==> src/rtl/cmd_dispatcher_if.sv <==
// ---------------------------------------------------------------------------
// cmd_dispatcher_if : FIFO-read, execution-unit and status bundle
// Rev 1.0
// ---------------------------------------------------------------------------
`default_nettype none

interface cmd_dispatcher_if #(
    parameter int DATA = 32
);
    logic            fifo_empty;
    logic [DATA-1:0] fifo_data;
    logic            fifo_rd_en;
    logic            exec_start;
    logic [3:0]      exec_op;
    logic [3:0]      exec_dst;
    logic [3:0]      exec_srca;
    logic [3:0]      exec_srcb;
    logic [15:0]     exec_imm;
    logic            exec_done;
    logic            busy;
    logic            halted;
    logic            err_illegal;
    logic            err_timeout;
    logic [15:0]     ops_done;

    modport master (
        input  fifo_empty, fifo_data, exec_done,
        output fifo_rd_en, exec_start, exec_op, exec_dst, exec_srca, exec_srcb,
               exec_imm, busy, halted, err_illegal, err_timeout, ops_done
    );

    modport slave (
        output fifo_empty, fifo_data, exec_done,
        input  fifo_rd_en, exec_start, exec_op, exec_dst, exec_srca, exec_srcb,
               exec_imm, busy, halted, err_illegal, err_timeout, ops_done
    );
endinterface

`default_nettype wire

==> src/rtl/cmd_dispatcher.sv <==
// ---------------------------------------------------------------------------
// cmd_dispatcher : fetches command words from a FIFO, decodes and dispatches
//                  them to an execution unit with timeout supervision
// Rev 1.0
// ---------------------------------------------------------------------------
`default_nettype none

module cmd_dispatcher #(
    parameter int DATA    = 32,
    parameter int TIMEOUT = 255
) (
    input  logic              clk,
    input  logic              rst,
    cmd_dispatcher_if.master  bus
);

    localparam logic [2:0] c_st_idle     = 3'd0;
    localparam logic [2:0] c_st_fetch    = 3'd1;
    localparam logic [2:0] c_st_latch    = 3'd2;
    localparam logic [2:0] c_st_dispatch = 3'd3;
    localparam logic [2:0] c_st_exec     = 3'd4;
    localparam logic [2:0] c_st_halt     = 3'd5;

    // Counter only needs to reach TIMEOUT-1; the abort fires on that cycle.
    localparam int             c_tcw       = (TIMEOUT < 2) ? 1 : $clog2(TIMEOUT);
    localparam logic [c_tcw-1:0] c_tcnt_last = c_tcw'(TIMEOUT - 1);

    logic [2:0]       r_state;
    logic [31:0]      r_cmd;
    logic [c_tcw-1:0] r_tcnt;
    logic [15:0]      r_ops_cnt;
    logic             r_err_illegal;
    logic             r_err_timeout;

    logic [3:0] w_op;
    logic       w_is_exec;
    logic       w_is_illegal;
    logic       w_is_halt;

    assign w_op         = r_cmd[31:28];
    assign w_is_exec    = (w_op >= 4'h1) && (w_op <= 4'h9);
    assign w_is_illegal = (w_op >= 4'hA) && (w_op <= 4'hE);
    assign w_is_halt    = (w_op == 4'hF);

    always_ff @(posedge clk) begin
        if (rst) begin
            r_state       <= c_st_idle;
            r_cmd         <= '0;
            r_tcnt        <= '0;
            r_ops_cnt     <= '0;
            r_err_illegal <= 1'b0;
            r_err_timeout <= 1'b0;
        end else begin
            case (r_state)
                c_st_idle: begin
                    if (!bus.fifo_empty) r_state <= c_st_fetch;
                end
                c_st_fetch: begin
                    r_state <= c_st_latch;
                end
                c_st_latch: begin
                    r_cmd   <= bus.fifo_data[31:0];
                    r_state <= c_st_dispatch;
                end
                c_st_dispatch: begin
                    r_tcnt <= '0;
                    if (w_is_exec) begin
                        r_state <= c_st_exec;
                    end else if (w_is_halt) begin
                        r_state <= c_st_halt;
                    end else begin
                        if (w_is_illegal) r_err_illegal <= 1'b1;
                        r_state <= c_st_idle;
                    end
                end
                c_st_exec: begin
                    // Completion takes precedence over a coincident timeout.
                    if (bus.exec_done) begin
                        r_ops_cnt <= r_ops_cnt + 16'd1;
                        r_state   <= c_st_idle;
                    end else if (r_tcnt == c_tcnt_last) begin
                        r_err_timeout <= 1'b1;
                        r_state       <= c_st_idle;
                    end else begin
                        r_tcnt <= r_tcnt + 1'b1;
                    end
                end
                c_st_halt: begin
                    r_state <= c_st_halt;
                end
                default: begin
                    r_state <= c_st_idle;
                end
            endcase
        end
    end

    assign bus.fifo_rd_en  = (r_state == c_st_fetch);
    assign bus.exec_start  = (r_state == c_st_dispatch) && w_is_exec;
    assign bus.busy        = (r_state != c_st_idle) && (r_state != c_st_halt);
    assign bus.halted      = (r_state == c_st_halt);
    assign bus.err_illegal = r_err_illegal;
    assign bus.err_timeout = r_err_timeout;
    assign bus.ops_done    = r_ops_cnt;
    assign bus.exec_op     = r_cmd[31:28];
    assign bus.exec_dst    = r_cmd[27:24];
    assign bus.exec_srca   = r_cmd[23:20];
    assign bus.exec_srcb   = r_cmd[19:16];
    assign bus.exec_imm    = r_cmd[15:0];

endmodule

`default_nettype wire

==> src/flat_wrapper.sv <==
// flat-port wrapper written by rule: the top's interface ports become plain ports
module cmd_dispatcher_flat 
#(
    parameter int DATA    = 32,
    parameter int TIMEOUT = 255
)
  (clk, rst, bus_fifo_empty, bus_fifo_data, bus_exec_done, bus_fifo_rd_en, bus_exec_start, bus_exec_op, bus_exec_dst, bus_exec_srca, bus_exec_srcb, bus_exec_imm, bus_busy, bus_halted, bus_err_illegal, bus_err_timeout, bus_ops_done);
  cmd_dispatcher_if #(.DATA(DATA)) bus_i ();
  input  logic clk;
  input  logic rst;
  input wire logic [$bits(bus_i.fifo_empty)-1:0] bus_fifo_empty;
  input wire logic [$bits(bus_i.fifo_data)-1:0] bus_fifo_data;
  input wire logic [$bits(bus_i.exec_done)-1:0] bus_exec_done;
  output wire logic [$bits(bus_i.fifo_rd_en)-1:0] bus_fifo_rd_en;
  output wire logic [$bits(bus_i.exec_start)-1:0] bus_exec_start;
  output wire logic [$bits(bus_i.exec_op)-1:0] bus_exec_op;
  output wire logic [$bits(bus_i.exec_dst)-1:0] bus_exec_dst;
  output wire logic [$bits(bus_i.exec_srca)-1:0] bus_exec_srca;
  output wire logic [$bits(bus_i.exec_srcb)-1:0] bus_exec_srcb;
  output wire logic [$bits(bus_i.exec_imm)-1:0] bus_exec_imm;
  output wire logic [$bits(bus_i.busy)-1:0] bus_busy;
  output wire logic [$bits(bus_i.halted)-1:0] bus_halted;
  output wire logic [$bits(bus_i.err_illegal)-1:0] bus_err_illegal;
  output wire logic [$bits(bus_i.err_timeout)-1:0] bus_err_timeout;
  output wire logic [$bits(bus_i.ops_done)-1:0] bus_ops_done;
  assign bus_i.fifo_empty = bus_fifo_empty;
  assign bus_i.fifo_data = bus_fifo_data;
  assign bus_i.exec_done = bus_exec_done;
  assign bus_fifo_rd_en = bus_i.fifo_rd_en;
  assign bus_exec_start = bus_i.exec_start;
  assign bus_exec_op = bus_i.exec_op;
  assign bus_exec_dst = bus_i.exec_dst;
  assign bus_exec_srca = bus_i.exec_srca;
  assign bus_exec_srcb = bus_i.exec_srcb;
  assign bus_exec_imm = bus_i.exec_imm;
  assign bus_busy = bus_i.busy;
  assign bus_halted = bus_i.halted;
  assign bus_err_illegal = bus_i.err_illegal;
  assign bus_err_timeout = bus_i.err_timeout;
  assign bus_ops_done = bus_i.ops_done;
  cmd_dispatcher #(.DATA(DATA), .TIMEOUT(TIMEOUT)) u_core (.clk(clk), .rst(rst), .bus(bus_i));
endmodule
==> config.mk <==
export PLATFORM = sky130hd
export DESIGN_NAME = cmd_dispatcher_flat
export DESIGN_NICKNAME = d
export VERILOG_FILES = /design/src/rtl/cmd_dispatcher_if.sv /design/src/rtl/cmd_dispatcher.sv /design/src/flat_wrapper.sv
export SDC_FILE = /design/constraint.sdc
export NUM_CORES = 1
export LEC_CHECK = 0
export CAP_MARGIN = 20
export CORE_MARGIN = 4
export CORE_UTILIZATION = 32
export DETAILED_ROUTE_END_ITERATION = 10
export GPL_TIMING_DRIVEN = 1
export SYNTH_ARGS = -nofsm -noshare
export SYNTH_HDL_FRONTEND = slang
export SYNTH_SLANG_ARGS = --single-unit
==> constraint.sdc <==
create_clock -name clk -period 2.4 [get_ports clk]
set_clock_uncertainty 0.15 [all_clocks]
set_input_delay 0.48 -clock clk [delete_from_list [all_inputs] [get_ports clk]]
set_output_delay 0.48 -clock clk [all_outputs]
set_load 0.005 [all_outputs]
==> results of run 1 <==
## placed cells by master (no fill, tap or decap), types with 5 or more instances in the layout
master and n:
clkdlybuf4s50_1 88, nand2_1 74, dfxtp_1 59, a21oi_1 46
nor2_1 19, clkbuf_8 12, nand3_1 10, buf_4 10
xnor2_1 6, nand2b_1 6, nand4_1 6, o21ai_0 6
nor2b_1 5, xor2_1 5
## power groups by stage
stage                     Combinational, mW  Sequential (mW)  Clock [mW]
after floorplan                       0.100             1.08           0
after global placement                0.239             1.09           0
after detailed placement              0.240             1.09           0
after CTS                             0.241             1.07       0.866
after global routing                  0.264             1.07       0.898
final                                 0.238             1.07       0.825
## sequential cells by signal, summed over array words and instances (netlist names)
name,count
u_core.r_cmd,32
u_core.bus.err_illegal,1
u_core.bus.ops_done,16
u_core.r_tcnt,8
u_core.bus.err_timeout,1
u_core.r_state,3
## what timing repair did
item,4_1_cts,5_1_grt
resized for setup,2,2
setup endpoints to repair,3,1
pin swaps,0,0
## metal layers
metal  share of wire, %  vias up  global-route usage (%)
li1                   -     1254                       -
met1                 43     1111                    15.8
met2                 46       71                    22.6
met3                9.7        8                    7.25
met4                1.0        0                    5.43
met5                  0        -                       0
## Yosys cell counts, drive strengths merged (4+ instances only)
cell,number,area share [%]
a21oi,46,8.9
xor2,5,1.7
xnor2,6,2.0
nor3,4,0.78
nor2,19,2.8
dfxtp,61,47
a31oi,4,0.97
o21ai,6,1.2
nand2,74,11
buf,4,1.3
nand4,6,1.5
or3,4,0.97
nand3,10,1.9
nor4,4,1.6
nor2b,6,1.5
nand2b,6,1.5
clkbuf,14,2.0
## cell type report
cell class,count,area share [%]
inverter,3,0.299
clock buffer,14,4.58
multi-input combinational,230,33.6
sequential,61,32.5
timing repair buffer,99,25.5
tap,102,3.39
clock inverter,1,0.133
## stage by stage
stage	total power [mW]	cells	hold WS, ps	utilization, %	cell area [µm²]
global placement	1.33	495	291	46.2	3580
floorplan	1.18	312	303	-	2580
global route	2.23	510	320	48.5	3770
finish	2.13	510	303	48.5	3770
CTS	2.17	510	306	48.5	3760
detailed placement	1.33	495	297	46.2	3580
## critical path, cell delays in order (launching register included)
cell	delay [ps]
dfxtp_1	380
o21a_1	230
nor3_1	210
clkdlybuf4s50_1	540
## final timing paths
check,from,slack [ps],endpoint,depth (start not counted)
setup / recovery,u_core.r_cmd[29]$_SDFFE_PP0P_,90,bus_exec_start,3
hold / removal,u_core.r_cmd[2]$_SDFFE_PP0P_,300,u_core.r_cmd[2]$_SDFFE_PP0P_,2
setup reg to reg,u_core.r_state[2]$_SDFFE_PP0P_,390,u_core.bus.ops_done[11]$_SDFFE_PP0P_,4
hold reg to reg,u_core.r_cmd[2]$_SDFFE_PP0P_,300,u_core.r_cmd[2]$_SDFFE_PP0P_,2
## cell families (layout without fill, tap and decap cells)
group	Yosys count	in the layout	synth area share, %
AOI/OAI and AO/OA	65	65	13.9
xor gates and xnor gates	11	11	3.74
adders and majority gates	3	3	1.46
buffers and inverters	21	117	3.74
DFF	61	61	47.4
muxes	3	3	1.31
and+or+nand+nor	148	148	28.4
==> flow_metrics.env, run 1 <==
export IMPL_holdCritPathClass="flip-flop to flip-flop"
export IMPL_hold_buffers=0
export IMPL_area_growth_syn_to_layout_pct=46.3
export IMPL_grt_pass1_wl_mm=11.0
export IMPL_grt_pass1_vias=2377
export IMPL_critical_path_class="flip-flop to primary output"
export IMPL_synth_area_mm2=0.00258
export IMPL_ant_nets=0
export IMPL_antenna_found_initial=0
export IMPL_vias=2444
export IMPL_wl_per_cell_um=12.8
export IMPL_async_flop_share_pct=0
export IMPL_worstSetupStartpointType="flip-flop"
export IMPL_dieArea_mm2=0.00955
export IMPL_die_x_um=97.7
export IMPL_crit_fanout=8
export IMPL_switching_share_pct=23.3
export IMPL_slew_headroom_pct=51.6
export IMPL_dp_hpwl_mm=4.58
export IMPL_cts_setup_buffers=0
export IMPL_row_count=32
export IMPL_synth_edf_count=0
export IMPL_drive_gt1_share_pct=8.82
export IMPL_syn_nets=351
export IMPL_drt_iter0_markers=73
export IMPL_outcome="complete, no violations"
export IMPL_io_pin_count=90
export IMPL_antenna_cells=0
export IMPL_ys_ff_latch=61
export IMPL_wl_mm=6.51
export IMPL_cts_sinks=61
export IMPL_worstPathRequired_ps=1770
export IMPL_first_pass_iters=4
export IMPL_comb_power_share_pct=11.2
export IMPL_p_per_area_mw_per_mm2=565
export IMPL_p_clk_share_pct=38.7
export IMPL_layout_nets=443
export IMPL_yosysWarnings=0
export IMPL_rsz0062_at_grt="false"
export IMPL_synthCells=312
export IMPL_slew_violations=0
export IMPL_end_kind="primary output"
export IMPL_grtUsageTotal_pct=14.1
export IMPL_fillers=786
export IMPL_drc_errors=0
export IMPL_fin_crit_sh_pct=96.2
export IMPL_core_area_mm2=0.00777
export IMPL_gp_congestion=0.717
export IMPL_tightest_slew_ps=725
export IMPL_clock_root_buffer="clkbuf_8"
export IMPL_final_setup_worst_slack_ps=92.1
export IMPL_io_buffers=89
export IMPL_setup_viol_count_final=0
export IMPL_cts_inserted_buffers=9
export IMPL_fin_tns_setup_ps=0
export IMPL_vdd_drop_max_uv=299
export IMPL_regArea_mm2=0.00123
export IMPL_p_seq_share_pct=50.1
export IMPL_drv_cap=0
export IMPL_dp_worst_setup_slack_ps=93.7
export IMPL_leakagePower_nw=1.32
export IMPL_grt_overflow_total=0
export IMPL_synthDistinctLibCells=39
export IMPL_htreeDepth=3
export IMPL_tritoncts="done"
export IMPL_start_util_pct=33.2
export IMPL_p_sw_uw=496
export IMPL_multi_input_area_mm2=0.00127
export IMPL_p_int_mw=1.63
export IMPL_avgSynthCellArea_um2=8.26
export IMPL_ys_flop_type="dfxtp_1"
export IMPL_max_freq_mhz=433
export IMPL_period_minus_slack_ps=2310
export IMPL_cts_buffer_depth=2
export IMPL_hold_viol_final=0
export IMPL_path_clk_slew_ps=60
export IMPL_grt_max_degree=34
export IMPL_die_y_um=97.7
export IMPL_viasPerCell=4.79
export IMPL_insertion_delay_ps=330
export IMPL_synth_seq_area_share_pct=47.4
export IMPL_crit_arrival_ps=1680
Power figures use the tool's default switching activity.
==> inputs of run 2 (changes only) <==
--- a/config.mk
+++ b/config.mk
@@ -8,6 +8,7 @@
 export CAP_MARGIN = 20
 export CORE_MARGIN = 4
 export CORE_UTILIZATION = 32
+export CTS_CLUSTER_SIZE = 40
 export DETAILED_ROUTE_END_ITERATION = 10
 export GPL_TIMING_DRIVEN = 1
 export SYNTH_ARGS = -nofsm -noshare
==> results of run 2 <==
The final DEF is identical to that of run 1; final timing and power are the same.
